--- src/rtl/rv32_pipe_pkg.sv ---
// Shared encodings and the ID/EX control payload for the RV32I pipeline.
package rv32_pipe_pkg;

    localparam int unsigned XLEN_DEF   = 32;
    localparam int unsigned REG_AW_DEF = 5;

    localparam logic [1:0] RES_ALU   = 2'b00;
    localparam logic [1:0] RES_MEM   = 2'b01;
    localparam logic [1:0] RES_PC4   = 2'b10;
    localparam logic [1:0] RES_AUIPC = 2'b11;

    localparam logic [3:0] ALU_LUI   = 4'b1110;
    localparam logic [3:0] WSTRB_ALL = 4'b1111;

    typedef struct packed {
        logic       valid;
        logic [1:0] res_src;
        logic       mem_write;
        logic [3:0] alu_control;
        logic       u_s;
        logic       alu_src;
        logic [3:0] wstrb;
        logic [3:0] wstrb_load;
        logic       reg_write;
        logic       pc_in_sel;
        logic       jump;
        logic       branch;
    } ctrl_t;

    // Control word of an inserted bubble: no side effects, full strobes.
    localparam ctrl_t CTRL_BUBBLE = '{
        valid:       1'b0,
        res_src:     RES_ALU,
        mem_write:   1'b0,
        alu_control: 4'b0000,
        u_s:         1'b0,
        alu_src:     1'b0,
        wstrb:       WSTRB_ALL,
        wstrb_load:  WSTRB_ALL,
        reg_write:   1'b0,
        pc_in_sel:   1'b0,
        jump:        1'b0,
        branch:      1'b0
    };

endpackage

--- src/rtl/load_use_detect.sv ---
// Load-use hazard detector: the EX-stage load targets a register the ID instruction reads.
module load_use_detect
    import rv32_pipe_pkg::*;
#(
    parameter int unsigned REG_AW = REG_AW_DEF
) (
    input  logic              id_valid_i,
    input  logic [REG_AW-1:0] id_rs1_i,
    input  logic [REG_AW-1:0] id_rs2_i,
    input  logic [1:0]        id_res_src_i,
    input  logic [3:0]        id_alu_control_i,
    input  logic              id_jump_i,
    input  logic              id_pc_in_sel_i,
    input  logic              id_alu_src_i,
    input  logic              id_mem_write_i,
    input  logic              id_branch_i,
    input  logic              ex_valid_i,
    input  logic [1:0]        ex_res_src_i,
    input  logic [REG_AW-1:0] ex_rd_i,
    output logic              hazard_c_o
);

    logic use_rs1;
    logic use_rs2;
    logic ex_is_load;

    // JAL, AUIPC and LUI carry no real rs1; I-type ALU ops carry no real rs2.
    assign use_rs1 = !(id_jump_i && !id_pc_in_sel_i)
                   && (id_res_src_i != RES_AUIPC)
                   && (id_alu_control_i != ALU_LUI);
    assign use_rs2 = !id_alu_src_i || id_mem_write_i || id_branch_i;

    assign ex_is_load = ex_valid_i && (ex_res_src_i == RES_MEM) && (ex_rd_i != '0);

    assign hazard_c_o = ex_is_load && id_valid_i
                      && ((use_rs1 && (id_rs1_i == ex_rd_i))
                       || (use_rs2 && (id_rs2_i == ex_rd_i)));

endmodule

--- src/rtl/id_ex_stage.sv ---
// ID/EX pipeline register with load-use bubble, flush and downstream hold.
// Optional performance counters are enabled by defining ID_EX_PERF_CNT_EN.
module id_ex_stage
    import rv32_pipe_pkg::*;
#(
    parameter int unsigned XLEN   = XLEN_DEF,
    parameter int unsigned REG_AW = REG_AW_DEF
) (
    input  logic              clk,
    input  logic              reset,
    input  logic              id_valid,
    input  logic [1:0]        id_res_src,
    input  logic              id_mem_write,
    input  logic [3:0]        id_alu_control,
    input  logic              id_u_s,
    input  logic              id_alu_src,
    input  logic [3:0]        id_wstrb,
    input  logic [3:0]        id_wstrb_load,
    input  logic              id_reg_write,
    input  logic              id_pc_in_sel,
    input  logic              id_jump,
    input  logic              id_branch,
    input  logic [REG_AW-1:0] id_rs1,
    input  logic [REG_AW-1:0] id_rs2,
    input  logic [REG_AW-1:0] id_rd,
    input  logic [XLEN-1:0]   id_rs1_data,
    input  logic [XLEN-1:0]   id_rs2_data,
    input  logic [XLEN-1:0]   id_imm,
    input  logic [XLEN-1:0]   id_pc,
    input  logic [XLEN-1:0]   id_pc_plus4,
    input  logic              flush,
    input  logic              ex_hold,
    output logic              ex_valid,
    output logic [1:0]        ex_res_src,
    output logic              ex_mem_write,
    output logic [3:0]        ex_alu_control,
    output logic              ex_u_s,
    output logic              ex_alu_src,
    output logic [3:0]        ex_wstrb,
    output logic [3:0]        ex_wstrb_load,
    output logic              ex_reg_write,
    output logic              ex_pc_in_sel,
    output logic              ex_jump,
    output logic              ex_branch,
    output logic [REG_AW-1:0] ex_rs1,
    output logic [REG_AW-1:0] ex_rs2,
    output logic [REG_AW-1:0] ex_rd,
    output logic [XLEN-1:0]   ex_rs1_data,
    output logic [XLEN-1:0]   ex_rs2_data,
    output logic [XLEN-1:0]   ex_imm,
    output logic [XLEN-1:0]   ex_pc,
    output logic [XLEN-1:0]   ex_pc_plus4,
`ifdef ID_EX_PERF_CNT_EN
    output logic [31:0]       perf_stall_cnt,
    output logic [31:0]       perf_flush_cnt,
`endif
    output logic              stall_if_id
);

    ctrl_t             id_ctrl;
    ctrl_t             ctrl_d, ctrl_q;
    logic              capture;
    logic              hazard;
    logic [REG_AW-1:0] rs1_q, rs2_q, rd_q;
    logic [XLEN-1:0]   rs1_data_q, rs2_data_q, imm_q, pc_q, pc_plus4_q;

    assign id_ctrl = '{
        valid:       id_valid,
        res_src:     id_res_src,
        mem_write:   id_mem_write,
        alu_control: id_alu_control,
        u_s:         id_u_s,
        alu_src:     id_alu_src,
        wstrb:       id_wstrb,
        wstrb_load:  id_wstrb_load,
        reg_write:   id_reg_write,
        pc_in_sel:   id_pc_in_sel,
        jump:        id_jump,
        branch:      id_branch
    };

    load_use_detect #(.REG_AW(REG_AW)) u_load_use_detect (
        .id_valid_i       (id_valid),
        .id_rs1_i         (id_rs1),
        .id_rs2_i         (id_rs2),
        .id_res_src_i     (id_res_src),
        .id_alu_control_i (id_alu_control),
        .id_jump_i        (id_jump),
        .id_pc_in_sel_i   (id_pc_in_sel),
        .id_alu_src_i     (id_alu_src),
        .id_mem_write_i   (id_mem_write),
        .id_branch_i      (id_branch),
        .ex_valid_i       (ctrl_q.valid),
        .ex_res_src_i     (ctrl_q.res_src),
        .ex_rd_i          (rd_q),
        .hazard_c_o       (hazard)
    );

    // Priority: hold > flush > load-use > capture. Bubbles leave data fields untouched.
    always_comb begin
        ctrl_d      = ctrl_q;
        capture     = 1'b0;
        stall_if_id = 1'b0;
        if (ex_hold) begin
            stall_if_id = 1'b1;
        end else if (flush) begin
            ctrl_d = CTRL_BUBBLE;
        end else if (hazard) begin
            ctrl_d      = CTRL_BUBBLE;
            stall_if_id = 1'b1;
        end else if (!id_valid) begin
            ctrl_d = CTRL_BUBBLE;
        end else begin
            ctrl_d  = id_ctrl;
            capture = 1'b1;
        end
    end

    always_ff @(posedge clk or negedge reset) begin
        if (!reset) begin
            ctrl_q     <= '0;
            rs1_q      <= '0;
            rs2_q      <= '0;
            rd_q       <= '0;
            rs1_data_q <= '0;
            rs2_data_q <= '0;
            imm_q      <= '0;
            pc_q       <= '0;
            pc_plus4_q <= '0;
        end else begin
            ctrl_q <= ctrl_d;
            if (capture) begin
                rs1_q      <= id_rs1;
                rs2_q      <= id_rs2;
                rd_q       <= id_rd;
                rs1_data_q <= id_rs1_data;
                rs2_data_q <= id_rs2_data;
                imm_q      <= id_imm;
                pc_q       <= id_pc;
                pc_plus4_q <= id_pc_plus4;
            end
        end
    end

`ifdef ID_EX_PERF_CNT_EN
    logic [31:0] perf_stall_q, perf_flush_q;

    // Counters track which rule won the edge; a held edge counts nothing.
    always_ff @(posedge clk or negedge reset) begin
        if (!reset) begin
            perf_stall_q <= '0;
            perf_flush_q <= '0;
        end else if (!ex_hold) begin
            if (flush) begin
                perf_flush_q <= perf_flush_q + 32'd1;
            end else if (hazard) begin
                perf_stall_q <= perf_stall_q + 32'd1;
            end
        end
    end

    assign perf_stall_cnt = perf_stall_q;
    assign perf_flush_cnt = perf_flush_q;
`endif

    assign ex_valid       = ctrl_q.valid;
    assign ex_res_src     = ctrl_q.res_src;
    assign ex_mem_write   = ctrl_q.mem_write;
    assign ex_alu_control = ctrl_q.alu_control;
    assign ex_u_s         = ctrl_q.u_s;
    assign ex_alu_src     = ctrl_q.alu_src;
    assign ex_wstrb       = ctrl_q.wstrb;
    assign ex_wstrb_load  = ctrl_q.wstrb_load;
    assign ex_reg_write   = ctrl_q.reg_write;
    assign ex_pc_in_sel   = ctrl_q.pc_in_sel;
    assign ex_jump        = ctrl_q.jump;
    assign ex_branch      = ctrl_q.branch;
    assign ex_rs1         = rs1_q;
    assign ex_rs2         = rs2_q;
    assign ex_rd          = rd_q;
    assign ex_rs1_data    = rs1_data_q;
    assign ex_rs2_data    = rs2_data_q;
    assign ex_imm         = imm_q;
    assign ex_pc          = pc_q;
    assign ex_pc_plus4    = pc_plus4_q;

endmodule

--- config.mk ---
export PLATFORM = sky130hd
export DESIGN_NAME = id_ex_stage
export DESIGN_NICKNAME = d
export VERILOG_FILES = /design/src/rtl/rv32_pipe_pkg.sv /design/src/rtl/load_use_detect.sv /design/src/rtl/id_ex_stage.sv
export SDC_FILE = /design/constraint.sdc
export NUM_CORES = 1
export LEC_CHECK = 0
export CORE_AREA = 2 2 153 155
export CTS_BUF_LIST = sky130_fd_sc_hd__clkbuf_4
export CTS_CLUSTER_SIZE = 14
export DETAILED_ROUTE_END_ITERATION = 16
export DIE_AREA = 0 0 155 157
export PLACE_DENSITY = 0.72
export SETUP_SLACK_MARGIN = 0.15
export SYNTH_ARGS = -nofsm -noshare
export SYNTH_HDL_FRONTEND = slang
export SYNTH_SLANG_ARGS = --single-unit
--- constraint.sdc ---
create_clock -name clk -period 5 [get_ports clk]
set_input_delay 0.5 -clock clk [delete_from_list [all_inputs] [get_ports clk]]
set_output_delay 0.5 -clock clk [all_outputs]
set_load 0.1 [all_outputs]
==> results.py, run 1 <==
metrics = {
    "sta": {
        "drv_slew": 0,
        "rsz0062_at_grt": "no",
        "setup_violations": 0,
        "timing.fmax_mhz": 261,
        "relSlewSlack_pct": 29.5,
        "period_share_pct": 76.5,
        "min_period_ns": 3.83,
        "finalHoldViolCount": 0,
        "worstMarginPinSlew_ns": 1.05,
        "setup_slack_ns": 1.17,
        "setup_tns_ns": 0,
        "fin_worst_skew_ns": 0.0355,
    },
    "power": {
        "clkPwrFrac_pct": 13.0,
        "sequentialPowerShare_pct": 33.0,
        "intPower_mw": 3.00,
        "combPwrFrac_pct": 54.0,
        "p_sw_share_pct": 51.6,
        "power_density_mw_per_mm2": 499,
        "power_switching_mw": 3.19,
        "peakVddDrop_mv": 0.295,
        "leakagePower_nw": 5.25,
    },
    "routing": {
        "drt-initial-drc-count": 214,
        "remaining_drc_errors": 0,
        "ant_nets": 0,
        "viasPerCell": 4.60,
        "wl_per_cell_um": 18.8,
        "drt_wl_total_um": 21700,
        "firstDrtPassIters": 5,
        "vias": 5313,
    },
    "critical_path": {
        "rr_startpoint": "ex_rd[0]$_DFFE_PN0P_",
        "ff2ff_path_depth": 5,
        "worstSetupEndpointType": "primary output",
        "critPathKind": "flip-flop to primary output",
        "r2r-end": "ex_rs2_data[3]$_DFFE_PN0P_",
        "startpoint_type": "flip-flop",
        "cp_max_fo": 5,
        "critPathArrivalTime_ns": 3.33,
        "cp.required_ns": 4.50,
        "regToRegSetupSlack_ns": 2.09,
    },
    "yosys": {
        "yosysTopAreaCell": "dfrtp_1",
        "synth_enable_flop_cells": 0,
        "synth.top_cell.area_share_pct": 62.1,
        "synth_seq_cells": 197,
        "synth_flop_cell": "dfrtp_1",
        "ys_top_cells_by_area": "dfrtp_1, mux2_4, mux2_2",
        "netlist_instances": 458,
        "yosysSeqAreaShare_pct": 62.1,
        "synth-warning-count": 0,
        "synthArstFlopShare_pct": 100,
        "synth_area_mm2": 0.00794,
        "synth.distinct_cells": 26,
        "syn-num-nets": 659,
        "syn_avg_cell_area_um2": 17.3,
    },
    "floorplan": {
        "die_area_mm2": 0.0243,
        "core_area_mm2": 0.0225,
        "boundaryPins": 399,
        "dieWidth_um": 155,
        "start_util_pct": 35.3,
        "rows": 55,
        "die_h_um": 157,
    },
    "cts": {
        "postCtsSetupBuffers": 0,
        "cts_hold_buf": 1,
        "cts_resized": 0,
        "worstSkewPairLatency_ns": 0.56,
        "h-tree-depth": 4,
        "clock-root-buffer": "clkbuf_4",
        "clk_pin_slew_ns": 0.18,
        "cts_buffers": 17,
        "cts_tree": "built",
        "cts_sinks": 197,
        "cts_buffer_depth": 2,
    },
    "layout": {
        "fin_util_pct": 55.2,
        "n_fill_cell": 1865,
        "final_area_mm2": 0.0124,
        "area_growth_pct": 56.4,
        "final_cell_mix": "clkdlybuf4s50_1, dfrtp_1, mux2_4, mux2_2, clkbuf_4",
        "seq_area_mm2": 0.00493,
        "final_common_cell": "clkdlybuf4s50_1",
        "multi_input_area_mm2": 0.00277,
        "final_nets": 1057,
        "drive_gt1_share_pct": 24.3,
    },
    "global_routing": {
        "antenna_found_initial": 1,
        "grt_pass1_wl_um": 32800,
        "grtUsageTotal_pct": 17.5,
        "grt_pass1_vias": 5767,
        "grt_max_degree": 113,
        "overflow": 0,
    },
    "place": {
        "io_buffer_count": 398,
        "globalplace.congestion": 0.775,
        "placed_area_mm2": 0.0121,
        "dp_slack_ns": 1.32,
        "dpl.hpwl_um": 16000,
    },
    "worst_hold_path": {
        "hold_start": "id_wstrb[0]",
        "hp-class": "input pin to flip-flop",
        "hold-path-endpoint": "ex_wstrb[0]$_DFFE_PN0N_",
        "hold_path_depth": 3,
    },
    "status": {
        "status": "finished, final reports clean",
    },
    "run": {
        "max_cap_violations": 0,
    },
}
through the flow:
stage	hold WS [ns]	total power, mW	instances
after floorplan	0.204	4.53	458
after global placement	0.489	5.41	1121
after detailed placement	0.490	5.43	1121
after CTS	0.373	6.25	1153
after global routing	0.396	6.41	1154
final	0.452	6.19	1154
flip-flops by register name, indices dropped and copies added (netlist names), 2 cells and up:
register,cells
ex_wstrb,4
ex_pc_plus4,32
ex_alu_control,4
ex_imm,32
ex_rd,5
ex_rs1,5
ex_rs2_data,32
ex_res_src,2
ex_rs2,5
ex_pc,32
ex_wstrb_load,4
ex_rs1_data,32
per-layer routing:
metal / part of all wire [%] / GRT usage (%)
met5: 0 / 0
met4: 2.2 / 6.00
met3: 8.4 / 6.36
met2: 50 / 30.2
met1: 39 / 20.1
cells by family after synthesis:
family / after synthesis / synth area share [%]
XOR/XNOR: 10 / 1.10
AO/OA/AOI/OAI: 25 / 2.36
AND/OR/NAND/NOR: 18 / 1.48
flip-flops: 197 / 62.1
buffers and inverters: 33 / 3.00
multiplexers: 175 / 29.9
cell type report:
cell class,count,share of cell area [%]
Sequential cell,197,39.7
Timing Repair Buffer,403,32.8
Multi-Input combinational cell,228,22.4
Tap cell,285,2.87
Clock buffer,17,1.03
Clock inverter,14,0.978
Inverter,9,0.272
Antenna cell,1,0.0202
cells in the mapped netlist, drive strengths merged, types with 3 or more instances:
| cell type | n |
|---|---|
| mux2 | 175 |
| nor2b | 8 |
| clkbuf | 3 |
| buf | 21 |
| xor2 | 5 |
| xnor2 | 5 |
| dfrtp | 197 |
| a22o | 13 |
| a21oi | 8 |
| inv | 9 |
worst max-delay path: stages, from the launching register on:
cell and delay (ns):
dfrtp_1 0.50, xor2_1 0.19, a221o_1 0.27, nor4_1 0.30
o221ai_1 0.19, o21bai_1 0.15, clkdlybuf4s50_1 1.16
how the worst max path moves through the flow:
| stage | start | to | slack, ns | depth (start not counted) |
|---|---|---|---|---|
| 2_1_floorplan | ex_rd[2]$_DFFE_PN0P_ | stall_if_id | 1.24 | 5 |
| 3_3_place_gp | id_pc_in_sel | stall_if_id | 1.33 | 7 |
| 3_5_place_dp | id_pc_in_sel | stall_if_id | 1.32 | 7 |
| 4_1_cts | ex_rd[2]$_DFFE_PN0P_ | stall_if_id | 1.06 | 6 |
| 5_1_grt | ex_rd[2]$_DFFE_PN0P_ | stall_if_id | 0.97 | 6 |
| 6_report | ex_rd[2]$_DFFE_PN0P_ | stall_if_id | 1.17 | 6 |
power by group through the flow:
stage | sequential, mW | clock, mW | combinational (mW)
floorplan | 4.11 | 0 | 0.420
global placement | 2.06 | 0 | 3.35
detailed placement | 2.07 | 0 | 3.35
CTS | 2.05 | 0.846 | 3.36
global route | 2.08 | 0.906 | 3.42
finish | 2.04 | 0.804 | 3.34
(Power assumes the default switching activity.)
==> run 2: changes to the inputs <==
==> constraint.sdc (replaced) <==
create_clock -name clk -period 3.7 [get_ports clk]
set_input_delay 0.37 -clock clk [delete_from_list [all_inputs] [get_ports clk]]
set_output_delay 0.37 -clock clk [all_outputs]
set_load 0.1 [all_outputs]
==> run 2 against run 1 <==
  * Sequential power increased by 35%
  * Utilization rose by 0.48 points
  * Clock power rose by 36%
  * Cell count rose by 0.78%
  * Power up 35%
  * Register-to-register slack got worse by 1.1 ns
  * Worst setup slack worse by 0.27 ns
  * Die area unchanged
  * Final area increased by 0.87%
  * Clock skew decreased by 0.0015 ns
  * Non-clock buffer count up 9
  * Via count is 0.64% higher
  * Critical endpoint unchanged
  * Largest cell class unchanged
==> results.py, run 2 (synthesis gave the netlist of run 1 again) <==
metrics = {
    "floorplan": {
        "boundaryPins": 399,
        "die_h_um": 157,
        "start_util_pct": 35.3,
        "die_area_mm2": 0.0243,
        "core_area_mm2": 0.0225,
        "dieWidth_um": 155,
        "rows": 55,
    },
    "place": {
        "io_buffer_count": 398,
        "dp_slack_ns": 0.547,
        "globalplace.congestion": 0.785,
        "dp.cells": 1130,
        "dpl.hpwl_um": 16000,
        "placed_area_mm2": 0.0123,
    },
    "critical_path": {
        "critical_path.max_stage_delay_ns": 0.48,
        "cp_max_fo": 5,
        "path_delay_family": "compound AO/OA/AOI/OAI gates",
        "cp.required_ns": 3.33,
        "rr_startpoint": "ex_rd[0]$_DFFE_PN0P_",
        "slowest_stage": "dfrtp_1",
        "crit_chain": "xor2_1 > a221o_1 > nor4_1 > o221ai_1 > o21bai_2 > buf_4",
        "critPathKind": "flip-flop to primary output",
        "crit_start": "ex_rd[2]$_DFFE_PN0P_",
        "ff2ff_path_depth": 5,
        "crit_cells": 6,
        "critPathArrivalTime_ns": 2.42,
        "critPathBufInv": 1,
        "worstSetupEndpointType": "primary output",
        "startpoint_type": "flip-flop",
    },
    "layout": {
        "fin_util_pct": 55.6,
        "final_nets": 1066,
        "area_growth_pct": 57.7,
        "final_cell_mix": "clkdlybuf4s50_1, dfrtp_1, mux2_4, mux2_2, clkbuf_4",
        "drive_gt1_share_pct": 25.4,
        "final_area_mm2": 0.0125,
        "final_common_cell": "clkdlybuf4s50_1",
        "fin_cells": 1163,
    },
    "routing": {
        "wl_per_cell_um": 18.5,
        "firstDrtPassIters": 4,
        "drt-initial-drc-count": 203,
        "vias": 5347,
        "ant_nets": 0,
        "drt_wl_total_um": 21500,
        "remaining_drc_errors": 0,
        "viasPerCell": 4.60,
    },
    "power": {
        "peakVddDrop_mv": 0.479,
        "finalPower_mw": 8.36,
        "leakagePower_nw": 5.31,
        "power_density_mw_per_mm2": 668,
    },
    "sta": {
        "setup_slack_ns": 0.907,
        "rsz0062_at_grt": "no",
        "finalHoldViolCount": 0,
        "holdWs_ns": 0.324,
        "setup_tns_ns": 0,
        "relSlewSlack_pct": 28.9,
        "setup_violations": 0,
        "timing.fmax_mhz": 358,
        "period_share_pct": 75.5,
        "drv_slew": 0,
        "fin_worst_skew_ns": 0.0340,
        "min_period_ns": 2.79,
        "worstMarginPinSlew_ns": 1.06,
    },
    "global_routing": {
        "grtUsageTotal_pct": 17.6,
        "grt_pass1_wl_um": 32900,
        "overflow": 0,
        "antenna_found_initial": 1,
        "grt_max_degree": 84,
        "grt_pass1_vias": 5823,
    },
    "cts": {
        "cts_tree": "built",
        "worstSkewPairLatency_ns": 0.56,
        "cts_buffer_depth": 2,
        "clk_pin_slew_ns": 0.18,
        "clock-root-buffer": "clkbuf_4",
        "h-tree-depth": 4,
        "cts_buffers": 17,
        "cts_sinks": 197,
        "cts_resized": 0,
    },
    "worst_hold_path": {
        "hp-class": "input pin to flip-flop",
        "hold_path_depth": 3,
        "hold_start": "id_wstrb_load[2]",
    },
    "status": {
        "status": "finished, final reports clean",
    },
    "run": {
        "max_cap_violations": 0,
    },
}
-- run 2: cell types whose count changed in the layout (fill, tap and decap cells not counted) --
cell / before / now
clkdlybuf4s50_1: 397 / 396
inv_6: 1 / 3
buf_4: 1 / 8
clkinv_1: 2 / 1
o21bai_2: 0 / 1
o21bai_1: 1 / 0
clkbuf_4: 17 / 18
clkinvlp_4: 1 / 3
buf_12: 3 / 6
clkinv_4: 6 / 2
-- run 2: area by class of cell --
| cell class | count | area, µm² |
|---|---|---|
| clock buffer | 18 | 135 |
| timing repair buffer | 412 | 4170 |
| multi-input combinational | 228 | 2780 |
| tap | 285 | 357 |
| sequential | 197 | 4930 |
| clock inverter | 13 | 115 |
| antenna | 1 | 2.50 |
| inverter | 9 | 33.8 |
| fill | 1879 | 9980 |
-- run 2: final timing paths --
kind | to | slack [ns]
max in group asynchronous | ex_rs2_data[30]$_DFFE_PN0P_ | 2.26
max | stall_if_id | 0.91
max reg2reg | ex_rs2_data[31]$_DFFE_PN0P_ | 1.01
min | ex_wstrb_load[2]$_DFFE_PN0N_ | 0.32
min in group asynchronous | ex_rs2[4]$_DFFE_PN0P_ | 0.33
min reg2reg | ex_pc[19]$_DFFE_PN0P_ | 0.53
-- run 2: timing repair --
action                                 in CTS  in global routing
buffers inserted                            0                  0
endpoints found under the hold margin      62                  0
hold buffers                                1                  0
-- run 2: report_power, final --
group	internal [mW]	switching (mW)	leakage [nW]
sequential	2.53	0.224	2.33
clock	0.295	0.791	0.131
combinational	1.24	3.28	2.84
-- run 2: routing by layer --
layer / wire length (µm) / up-vias / GRT usage (%)
met5: 0 / - / 0
met4: 570 / 0 / 6.75
met3: 2000 / 33 / 6.83
met2: 10300 / 251 / 28.8
met1: 8700 / 2643 / 21.0
li1: - / 2420 / -
-- run 2: tightest hold or removal path, stage by stage --
cell	delay, ns
clkdlybuf4s50_1	0.40
inv_1	0.05
a21oi_1	0.05
==> run 3: changes to the inputs <==
==> constraint.sdc (replaced) <==
create_clock -name clk -period 2.8 [get_ports clk]
set_input_delay 0.28 -clock clk [delete_from_list [all_inputs] [get_ports clk]]
set_output_delay 0.28 -clock clk [all_outputs]
set_load 0.1 [all_outputs]
==> run 3 against run 2 <==
  * Clock skew up 0.00095 ns
  * Clock-buffer cell count unchanged
  * Critical path depth rose by 1
  * Final area decreased by 2.3%
  * Sequential power increased by 32%
  * Non-clock buffer count rose by 12
  * Flip-flop and latch count unchanged
  * Utilization down 1.3 points
  * Critical path type unchanged
  * Critical endpoint unchanged
  * Largest cell class unchanged
==> results.py, run 3 (synthesis gave the netlist of run 1 again) <==
metrics = {
    "critical_path": {
        "r2r-end": "ex_rs1_data[25]$_DFFE_PN0P_",
        "crit_path_end": "stall_if_id",
        "worstSetupEndpointType": "primary output",
        "regToRegSetupSlack_ns": 0.41,
        "startpoint_type": "flip-flop",
        "crit_start": "ex_rd[4]$_DFFE_PN0P_",
        "critPathArrivalTime_ns": 2.25,
        "critPathKind": "flip-flop to primary output",
        "cp.required_ns": 2.52,
        "rr_startpoint": "ex_rd[2]$_DFFE_PN0P_",
        "ff2ff_path_depth": 7,
        "cp_max_fo": 5,
    },
    "status": {
        "status": "finished, final reports clean",
    },
    "place": {
        "placed_area_mm2": 0.0119,
        "dp.cells": 1139,
        "io_buffer_count": 398,
        "dp_slack_ns": 0.0582,
        "globalplace.congestion": 0.805,
        "dpl.hpwl_um": 16500,
    },
    "routing": {
        "drt_wl_total_um": 21900,
        "vias": 5447,
        "drt-initial-drc-count": 182,
        "firstDrtPassIters": 4,
        "wl_per_cell_um": 18.6,
        "remaining_drc_errors": 0,
        "ant_nets": 0,
        "viasPerCell": 4.63,
    },
    "power": {
        "combPwrFrac_pct": 53.4,
        "intPower_mw": 5.22,
        "clkPwrFrac_pct": 13.3,
        "power_switching_mw": 5.71,
        "finalPower_mw": 10.9,
        "power_density_mw_per_mm2": 893,
        "sequentialPowerShare_pct": 33.3,
        "p_sw_share_pct": 52.2,
        "leakagePower_nw": 5.59,
        "peakVddDrop_mv": 0.530,
    },
    "floorplan": {
        "core_area_mm2": 0.0225,
        "dieWidth_um": 155,
        "rows": 55,
        "boundaryPins": 399,
        "start_util_pct": 35.3,
        "die_h_um": 157,
        "die_area_mm2": 0.0243,
    },
    "worst_hold_path": {
        "hold_path_depth": 3,
        "hold_start": "id_wstrb[0]",
        "hp-class": "input pin to flip-flop",
    },
    "cts": {
        "cts_tree": "built",
        "clock-root-buffer": "clkbuf_4",
        "cts_sinks": 197,
        "clk_pin_slew_ns": 0.18,
        "worstSkewPairLatency_ns": 0.57,
        "cts_buffer_depth": 2,
        "h-tree-depth": 4,
        "cts_buffers": 17,
    },
    "layout": {
        "area_growth_pct": 54.2,
        "final_cell_mix": "buf_4, clkdlybuf4s50_1, dfrtp_1, mux2_4, mux2_2",
        "n_fill_cell": 1880,
        "drive_gt1_share_pct": 49.5,
        "final_nets": 1078,
        "final_area_mm2": 0.0122,
        "fin_cells": 1176,
        "fin_util_pct": 54.4,
        "final_common_cell": "buf_4",
    },
    "sta": {
        "worstMarginPinSlew_ns": 0.621,
        "setup_violations": 0,
        "fin_worst_skew_ns": 0.0350,
        "finalHoldViolCount": 0,
        "drv_slew": 0,
        "holdWs_ns": 0.219,
        "rsz0062_at_grt": "yes",
        "timing.fmax_mhz": 396,
        "relSlewSlack_pct": 58.6,
        "min_period_ns": 2.53,
        "setup_tns_ns": 0,
        "period_share_pct": 90.3,
        "setup_slack_ns": 0.273,
    },
    "run": {
        "max_cap_violations": 0,
    },
    "global_routing": {
        "antenna_found_initial": 1,
        "grt_pass1_wl_um": 33200,
        "grt_max_degree": 73,
        "grtUsageTotal_pct": 17.6,
        "grt_pass1_vias": 5851,
        "overflow": 0,
    },
}
-- run 3: per-layer routing --
metal  vias up  routed length (µm)  GRT usage [%]
met5         -                   0              0
met4         0                 379           5.38
met3        20                1890           6.06
met2       254               10700           30.0
met1      2721                8910           21.2
li1       2452                   -              -
-- run 3: cell type report --
class | count | area [µm²] | area share [%]
sequential | 197 | 4940 | 40.3
timing repair buffer | 424 | 3850 | 31.5
multi-input combinational | 228 | 2800 | 22.9
tap | 285 | 357 | 2.91
clock buffer | 18 | 135 | 1.10
clock inverter | 13 | 114 | 0.931
inverter | 9 | 33.8 | 0.276
antenna | 2 | 5.00 | 0.0409
-- run 3: critical path: stages (launching register included) --
cell and delay (ns):
dfrtp_2 0.48, xnor2_1 0.17, nand3_1 0.10, nor4_2 0.31, o221ai_2 0.14, buf_4 0.15, o21bai_4 0.12, buf_12 0.19
-- run 3: worst min-delay path by stage --
stage,to,slack [ns]
global placement,ex_pc_plus4[26]$_DFFE_PN0P_,0.35
floorplan,ex_alu_control[0]$_DFFE_PN0N_,-0.02
detailed placement,ex_pc_plus4[26]$_DFFE_PN0P_,0.35
CTS,ex_wstrb[0]$_DFFE_PN0N_,0.14
global route,ex_wstrb[0]$_DFFE_PN0N_,0.15
finish,ex_wstrb[0]$_DFFE_PN0N_,0.22
-- run 3: power by group through the flow --
stage | logic (mW) | clock network, mW | registers, mW
floorplan | 0.750 | 0 | 7.34
global placement | 5.81 | 0 | 3.69
detailed placement | 5.84 | 0 | 3.70
CTS | 5.86 | 1.53 | 3.65
global route | 5.98 | 1.63 | 3.71
finish | 5.84 | 1.45 | 3.64
-- run 3: repair_timing --
item | 4_1_cts | 5_1_grt
pin swaps | 3 | 0
cloned | 0 | 0
hold buffers | 1 | 0
endpoints found under the setup margin | 1 | 1
buffers inserted | 1 | 2
hold endpoints to repair | 68 | 0
gates resized for setup | 1 | 2
